===== src/rtl/regfile_wb_arbiter_if.sv =====
// Bundle between the write-back producers / issue stage and the write-back arbiter.
// The slave side is the arbiter; the master side is the pipeline driving requests.
interface regfile_wb_arbiter_if #(
    parameter int unsigned NUM_REGS   = 32,
    parameter int unsigned DATA_WIDTH = 32
);
    localparam int unsigned AW = 5;

    logic                  alu_valid;
    logic                  alu_ready;
    logic [AW-1:0]         alu_rd;
    logic [DATA_WIDTH-1:0] alu_data;

    logic                  lsu_valid;
    logic                  lsu_ready;
    logic [AW-1:0]         lsu_rd;
    logic [DATA_WIDTH-1:0] lsu_data;

    logic                  issue_valid;
    logic [AW-1:0]         issue_rd;
    logic                  issue_ready;

    logic [AW-1:0]         chk_rs1;
    logic [AW-1:0]         chk_rs2;
    logic                  rs1_busy;
    logic                  rs2_busy;

    logic                  wb_reg_write;
    logic [AW-1:0]         wb_rd_addr;
    logic [DATA_WIDTH-1:0] wb_rd_data;
    logic [NUM_REGS-1:0]   pending_mask;

    modport master (
        output alu_valid, alu_rd, alu_data,
        output lsu_valid, lsu_rd, lsu_data,
        output issue_valid, issue_rd, chk_rs1, chk_rs2,
        input  alu_ready, lsu_ready, issue_ready, rs1_busy, rs2_busy,
        input  wb_reg_write, wb_rd_addr, wb_rd_data, pending_mask
    );

    modport slave (
        input  alu_valid, alu_rd, alu_data,
        input  lsu_valid, lsu_rd, lsu_data,
        input  issue_valid, issue_rd, chk_rs1, chk_rs2,
        output alu_ready, lsu_ready, issue_ready, rs1_busy, rs2_busy,
        output wb_reg_write, wb_rd_addr, wb_rd_data, pending_mask
    );
endinterface


===== src/rtl/regfile_wb_arbiter.sv =====
// Round-robin arbiter for the single register-file write port (ALU vs LSU),
// plus the per-register pending scoreboard used by issue for RAW/WAW stalls.
module regfile_wb_arbiter #(
    parameter int unsigned NUM_REGS   = 32,
    parameter int unsigned DATA_WIDTH = 32
) (
    input  logic                 clk,
    input  logic                 reset_n,
    regfile_wb_arbiter_if.slave  bus
);
    localparam int unsigned AW  = 5;
    localparam int unsigned SBW = 32;

    typedef enum logic {
        PRI_ALU = 1'b0,
        PRI_LSU = 1'b1
    } rr_e;

    rr_e                   rr_q, rr_d;
    logic [NUM_REGS-1:0]   pend_q, pend_d;
    logic                  wb_we_q, wb_we_d;
    logic [AW-1:0]         wb_addr_q, wb_addr_d;
    logic [DATA_WIDTH-1:0] wb_data_q, wb_data_d;

    logic [SBW-1:0]        pend_ext;
    logic                  alu_gnt, lsu_gnt, any_gnt, issue_rdy, issue_fire;
    logic [AW-1:0]         gnt_rd;
    logic [DATA_WIDTH-1:0] gnt_data;
    logic [SBW-1:0]        set_mask, clr_mask, pend_nxt_ext;

    // Widened view so any 5-bit address indexes safely; out-of-range bits read as 0.
    assign pend_ext = SBW'(pend_q);

    // Grant, scoreboard and write-back next-state logic.
    always_comb begin
        rr_d         = rr_q;
        wb_we_d      = 1'b0;
        wb_addr_d    = wb_addr_q;
        wb_data_d    = wb_data_q;
        gnt_rd       = '0;
        gnt_data     = '0;
        set_mask     = '0;
        clr_mask     = '0;

        alu_gnt    = reset_n && bus.alu_valid && (!bus.lsu_valid || rr_q == PRI_ALU);
        lsu_gnt    = reset_n && bus.lsu_valid && !alu_gnt;
        any_gnt    = alu_gnt || lsu_gnt;
        issue_rdy  = reset_n && !pend_ext[bus.issue_rd];
        issue_fire = bus.issue_valid && issue_rdy;

        if (alu_gnt) begin
            gnt_rd   = bus.alu_rd;
            gnt_data = bus.alu_data;
            rr_d     = PRI_LSU;
        end else if (lsu_gnt) begin
            gnt_rd   = bus.lsu_rd;
            gnt_data = bus.lsu_data;
            rr_d     = PRI_ALU;
        end

        if (any_gnt) begin
            wb_we_d   = (gnt_rd != '0) && (SBW'(gnt_rd) < NUM_REGS);
            wb_addr_d = gnt_rd;
            wb_data_d = gnt_data;
            clr_mask  = SBW'(1) << gnt_rd;
        end

        if (issue_fire && bus.issue_rd != '0)
            set_mask = SBW'(1) << bus.issue_rd;

        // Set after clear: a freshly issued producer owns the register.
        pend_nxt_ext = (pend_ext & ~clr_mask) | set_mask;
        pend_d       = NUM_REGS'(pend_nxt_ext);
        pend_d[0]    = 1'b0;
    end

    always_ff @(posedge clk) begin
        if (!reset_n) begin
            rr_q      <= PRI_ALU;
            pend_q    <= '0;
            wb_we_q   <= 1'b0;
            wb_addr_q <= '0;
            wb_data_q <= '0;
        end else begin
            rr_q      <= rr_d;
            pend_q    <= pend_d;
            wb_we_q   <= wb_we_d;
            wb_addr_q <= wb_addr_d;
            wb_data_q <= wb_data_d;
        end
    end

    assign bus.alu_ready    = alu_gnt;
    assign bus.lsu_ready    = lsu_gnt;
    assign bus.issue_ready  = issue_rdy;
    assign bus.rs1_busy     = pend_ext[bus.chk_rs1];
    assign bus.rs2_busy     = pend_ext[bus.chk_rs2];
    assign bus.wb_reg_write = wb_we_q;
    assign bus.wb_rd_addr   = wb_addr_q;
    assign bus.wb_rd_data   = wb_data_q;
    assign bus.pending_mask = pend_q;
endmodule

===== src/flat_wrapper.sv =====
// flat-port wrapper written by rule: the top's interface ports become plain ports
module regfile_wb_arbiter_flat 
#(
    parameter int unsigned NUM_REGS   = 32,
    parameter int unsigned DATA_WIDTH = 32
)
  (clk, reset_n, bus_alu_valid, bus_alu_rd, bus_alu_data, bus_lsu_valid, bus_lsu_rd, bus_lsu_data, bus_issue_valid, bus_issue_rd, bus_chk_rs1, bus_chk_rs2, bus_alu_ready, bus_lsu_ready, bus_issue_ready, bus_rs1_busy, bus_rs2_busy, bus_wb_reg_write, bus_wb_rd_addr, bus_wb_rd_data, bus_pending_mask);
  regfile_wb_arbiter_if #(.NUM_REGS(NUM_REGS), .DATA_WIDTH(DATA_WIDTH)) bus_i ();
  input  logic clk;
  input  logic reset_n;
  input wire logic [$bits(bus_i.alu_valid)-1:0] bus_alu_valid;
  input wire logic [$bits(bus_i.alu_rd)-1:0] bus_alu_rd;
  input wire logic [$bits(bus_i.alu_data)-1:0] bus_alu_data;
  input wire logic [$bits(bus_i.lsu_valid)-1:0] bus_lsu_valid;
  input wire logic [$bits(bus_i.lsu_rd)-1:0] bus_lsu_rd;
  input wire logic [$bits(bus_i.lsu_data)-1:0] bus_lsu_data;
  input wire logic [$bits(bus_i.issue_valid)-1:0] bus_issue_valid;
  input wire logic [$bits(bus_i.issue_rd)-1:0] bus_issue_rd;
  input wire logic [$bits(bus_i.chk_rs1)-1:0] bus_chk_rs1;
  input wire logic [$bits(bus_i.chk_rs2)-1:0] bus_chk_rs2;
  output wire logic [$bits(bus_i.alu_ready)-1:0] bus_alu_ready;
  output wire logic [$bits(bus_i.lsu_ready)-1:0] bus_lsu_ready;
  output wire logic [$bits(bus_i.issue_ready)-1:0] bus_issue_ready;
  output wire logic [$bits(bus_i.rs1_busy)-1:0] bus_rs1_busy;
  output wire logic [$bits(bus_i.rs2_busy)-1:0] bus_rs2_busy;
  output wire logic [$bits(bus_i.wb_reg_write)-1:0] bus_wb_reg_write;
  output wire logic [$bits(bus_i.wb_rd_addr)-1:0] bus_wb_rd_addr;
  output wire logic [$bits(bus_i.wb_rd_data)-1:0] bus_wb_rd_data;
  output wire logic [$bits(bus_i.pending_mask)-1:0] bus_pending_mask;
  assign bus_i.alu_valid = bus_alu_valid;
  assign bus_i.alu_rd = bus_alu_rd;
  assign bus_i.alu_data = bus_alu_data;
  assign bus_i.lsu_valid = bus_lsu_valid;
  assign bus_i.lsu_rd = bus_lsu_rd;
  assign bus_i.lsu_data = bus_lsu_data;
  assign bus_i.issue_valid = bus_issue_valid;
  assign bus_i.issue_rd = bus_issue_rd;
  assign bus_i.chk_rs1 = bus_chk_rs1;
  assign bus_i.chk_rs2 = bus_chk_rs2;
  assign bus_alu_ready = bus_i.alu_ready;
  assign bus_lsu_ready = bus_i.lsu_ready;
  assign bus_issue_ready = bus_i.issue_ready;
  assign bus_rs1_busy = bus_i.rs1_busy;
  assign bus_rs2_busy = bus_i.rs2_busy;
  assign bus_wb_reg_write = bus_i.wb_reg_write;
  assign bus_wb_rd_addr = bus_i.wb_rd_addr;
  assign bus_wb_rd_data = bus_i.wb_rd_data;
  assign bus_pending_mask = bus_i.pending_mask;
  regfile_wb_arbiter #(.NUM_REGS(NUM_REGS), .DATA_WIDTH(DATA_WIDTH)) u_core (.clk(clk), .reset_n(reset_n), .bus(bus_i));
endmodule

===== config.mk =====
export PLATFORM = sky130hd
export DESIGN_NAME = regfile_wb_arbiter_flat
export DESIGN_NICKNAME = d
export VERILOG_FILES = /design/src/rtl/regfile_wb_arbiter_if.sv /design/src/rtl/regfile_wb_arbiter.sv /design/src/flat_wrapper.sv
export SDC_FILE = /design/constraint.sdc
export NUM_CORES = 1
export LEC_CHECK = 0
export ABC_AREA = 1
export CORE_AREA = 5 5 101 103
export CTS_CLUSTER_SIZE = 28
export DETAILED_ROUTE_END_ITERATION = 6
export DIE_AREA = 0 0 106 108
export PLACE_DENSITY = 0.85
export SLEW_MARGIN = 20
export SYNTH_ARGS = -nofsm -noshare
export SYNTH_HDL_FRONTEND = slang
export SYNTH_SLANG_ARGS = --single-unit

===== constraint.sdc =====
create_clock -name clk -period 5.9 [get_ports clk]
set_input_delay 1.475 -clock clk [delete_from_list [all_inputs] [get_ports clk]]
set_output_delay 1.475 -clock clk [all_outputs]
set_load 0.05 [all_outputs]

* Yosys cells after proc, flatten, opt, wreduce, memory -nomap -nowiden *
Cells that the tools add are included.

word-level totals
  bits in writable memories = 0
  memories kept = 0
  word-level logic and storage cells = 45
  bits in latches = 0
  ROM bits = 0
  output and inout port bits = 75
  register bits after elaboration = 71

operators by class
  bitwise operators = 4
  multipliers = 0
  equal/unequal tests = 0
  div/mod/pow operators = 0
  magnitude comparators = 3
  $add $sub $neg = 0
  shifts and indexed selects = 2
  reductions and logical operators = 16
  mux-type cells = 14

operators by type and width
  operator                number
  $mux W32                4
  $shl A1 B5 Y32 const A  2
  $and A32 B32 Y32        1
  $not A32 Y32            1
  $or A32 B32 Y32         1
  $lt A5 B6 Y1 const B    3
  $bmux W1 S5             3
  $mux W5                 2
  $reduce_bool A5 Y1      2
  $logic_and A1 B1 Y1     7
  $mux W1                 5
  $logic_not A1 Y1        3
  $logic_or A1 B1 Y1      2
  $reduce_and A2 Y1       1
  $reduce_bool A2 Y1      1
  $not A1 Y1              1

* Logic depth before layout (Yosys ltp) *
Gate-level depths: netlist of the first run.

  word-level depth = 12
  mapped depth = 12
  mapped depth without buffers = 10

* Least setup slack after synthesis of the first run *
OpenSTA, ideal clock, no wires.

  path type = input to output
  start point = input port bus_chk_rs2[0]
  end point = output port bus_rs2_busy
  cell stages on the path = 6
  data arrival time = 3102 ps
  path slack = 1323 ps
  data required time = 4425 ps
  cells stage by stage = inv_1 > clkbuf_1 > o21ai_0 > o221ai_1 > nand3_1 > a31oi_1

between the ends
  cells in the longest elaborated chain, start to end = 2

RTL lines
  element                        RTL line                  RTL
  start, declared                flat_wrapper.sv:20        input wire logic [$bits(bus_i.chk_rs2)-1:0] bus_chk_rs2;
  $bmux W1 S5                    regfile_wb_arbiter.sv:97  assign bus.rs2_busy = pend_ext[bus.chk_rs2];
  $mux W1 (not written as such)  regfile_wb_arbiter.sv:97
  end, declared                  flat_wrapper.sv:25        output wire logic [$bits(bus_i.rs2_busy)-1:0] bus_rs2_busy;

Every way passes these cells. The select of a mux whose other input is x is not followed.

* Worst setup path after layout of the first run *
  start point = input port bus_chk_rs2[1]
  end point = output port bus_rs2_busy

The elaborated chain is that of the path after synthesis.

==> results of run 1 <==
## worst max-delay path, delay by kind of cell
kind	cells	cell delay, ps
buffers and inverters	3	1670
AOI/OAI and AO/OA	4	460
and+or+nand+nor	3	210
## final timing paths
path	start	to	slack, ps	cells past startpoint
worst min register to register	u_core.rr_q	u_core.rr_q	480	2
worst max-delay path	bus_chk_rs2[1]	bus_rs2_busy	610	10
worst max register to register	u_core.rr_q	u_core.bus.pending_mask[12]	3770	10
worst min-delay path	u_core.rr_q	u_core.rr_q	480	2
## logic make-up after synthesis
logic type,count (synthesis)
DFF,70
and+or+nand+nor,278
AOI/OAI and AO/OA,169
other,1
buffers and inverters,88
## final cells by class
class,count,area [µm²],area share [%]
flip-flops and latches,70,1400,23.3
well taps,111,139,2.31
clock inverters,7,88.8,1.48
multi-input cells,448,2340,39.0
repair buffers,175,1750,29.0
clock buffers,9,124,2.06
inverters,45,171,2.85
## cell usage in the layout (no fill, tap or decap), drive strengths merged
master and n:
o21ai 68, bufinv 2, nand2 66, clkbuf 9
o21a 1, and2 1, a21oi 44, o221ai 36
nand4 33, clkdlybuf4s50 163, clkinv 7, inv 43
o41ai 1, nor2 124, o211ai 8, a211oi 2
buf 12, nor4 5, nand3 49, a31oi 4
o22ai 5, conb 1, dfxtp 70
## flip-flops by register name, indices dropped and copies added (netlist names)
| signal | flops |
|---|---|
| u_core.rr_q | 1 |
| u_core.bus.wb_reg_write | 1 |
| u_core.bus.pending_mask | 31 |
| u_core.bus.wb_rd_data | 32 |
| u_core.bus.wb_rd_addr | 5 |
## routing by layer
layer,track usage (%),share of wire [%],up-vias
li1,-,-,2421
met1,31.8,36,2353
met2,43.8,45,381
met3,10.4,14,80
met4,13.0,4.5,0
met5,0,0,-
## power groups by stage
stage	clock network, mW	logic [mW]	registers, mW
after CTS	0.419	0.383	0.512
after global routing	0.443	0.409	0.514
after detailed placement	0	0.380	0.522
after floorplan	0	0.146	0.604
final	0.416	0.385	0.512
after global placement	0	0.374	0.521
==> results.yml, run 1 <==
outcome:
  status: "complete, no violations"
pwr:
  combPwrFrac_pct: 29.3
  clkPwrFrac_pct: 31.7
  vdd_drop_max_mv: 0.170
  seqPwrFrac_pct: 39.0
  swShare_pct: 33.2
  power_leakage_nw: 2.24
  p_int_mw: 0.877
  power_density_nw_per_um2: 218
  switchingPower_mw: 0.436
  p_total_mw: 1.31
clock_network:
  cts.sinks: 70
  cts.path.max_buffers: 2
  cts_root_buffer: "clkbuf_8"
  cts_tree: "built"
  clk_latency_ps: 340
  htree_levels: 3
  postCtsSetupRepairBufs: 0
  ctsResizeCount: 0
  cts_buffers: 9
  clkTransAtPathRegs_ps: 70
  ctsHoldBuffers: 0
drt:
  drtPass1Iterations: 6
  ant_nets: 0
  routedWlPerCell_um: 18.4
  drt_iter0_markers: 787
  vias: 5235
  drc_errors: 0
  vias_per_cell: 6.05
  wirelength_um: 16000
synth:
  async_reset_ff_share_pct: 0
  synth_area_um2: 4140
  ys.flop_type: "dfxtp_1"
  syn_inst: 606
  yosysWarnings: 0
  syn_nets: 700
  synth-compound-area-share_pct: 26.3
  synth_top_family_by_area: "simple AND/OR/NAND/NOR gates"
  synth_seq_cells: 70
  synthSimpleGateAreaFrac_pct: 30.2
  synth-seq-area-share_pct: 33.8
  yosysMostFrequentCell: "nor2_1"
  syn_area_per_cell_um2: 6.83
  synthMuxAreaShare_pct: 0
  synth_common_cells: "119 x nor2_1, 70 x dfxtp_1, 62 x nand2_1, 46 x nand3_1, 41 x a21oi_1"
  synth_adder_area_share_pct: 0
  synth_cell_types: 37
  synth_top_area_share_pct: 33.8
  synth_edf_count: 0
  synth_largest_area_cell: "dfxtp_1"
  synth-xor-area-share_pct: 0
  synth_area_leaders: "dfxtp_1 34%, nor2_1 11%, o221ai_1 7.6%"
cells_and_area:
  fin_nets: 843
  fillers: 816
  utilization_pct: 66.0
  antenna_cells: 0
  drive_above_1_share_pct: 7.82
  area_growth_pct: 45.2
  fin_cells: 865
  stdcell_area_um2: 6010
placement:
  pre_cts_ws_ps: 660
  dp_hpwl_um: 11600
  gp_congestion: 0.908
  dp.cells: 849
  io_buffers: 167
  place_area_um2: 5800
critical_path:
  path_cells: "clkdlybuf4s50_1 -> inv_1 -> a21oi_1 -> o21ai_0 -> nand3_1 -> o211ai_1 -> nand2_1 -> nor2_1 -> a31oi_1 -> clkdlybuf4s50_1"
  crit_slowest_cell: "clkdlybuf4s50_1"
  cp_data_required_time_ps: 4430
  cp-end-kind: "output port"
  start_kind: "input port"
  worst_path_largest_cell_delay_ps: 820
  worstPathMaxFanout: 10
  cp_common_cell: "clkdlybuf4s50_1"
  cp.arrival_ps: 3820
  worstSetupPathType: "input port to output port"
timing:
  fin_crit_ps: 5290
  rsz0062_at_grt: "no"
  skew_ps: 7.96
  hold_viol_final: 0
  setup_violations: 0
  tightest_slew_ps: 960
  setup_ws_ps: 608
  whs_ps: 480
  slew_viol_final: 0
  timing.slew.headroom_pct: 35.9
  clock.fmax_mhz: 189
  fin_crit_sh_pct: 89.7
  finalSetupTns_ps: 0
floorplanning:
  num_rows: 35
  initial_core_util_pct: 45.5
  fp.dieW_um: 106
  dieArea_um2: 11400
  die_h_um: 108
  core_um2: 9110
  io_pins: 169
job:
  maxCapViolations: 0
global_routing:
  antenna_found_initial: 0
  grt_pass1_vias: 4944
  grt_pass1_wl_um: 24800
  grt-ovfl-total: 0
  grt_max_degree: 39
  grt.total_usage_pct: 27.1
hold_path:
  hp-class: "register to register"
(Power assumes the default switching activity.)
==> inputs of run 2 (changes only) <==
Settings changed: SLEW_MARGIN 20 to 15.
==> results of run 2 <==
Final layout, timing and power as in run 1 (identical DEF).
==> inputs of run 3 (changes only) <==
Settings changed: TNS_END_PERCENT set to 50.
==> results of run 3 <==
Final layout, timing and power as in run 1 (identical DEF).
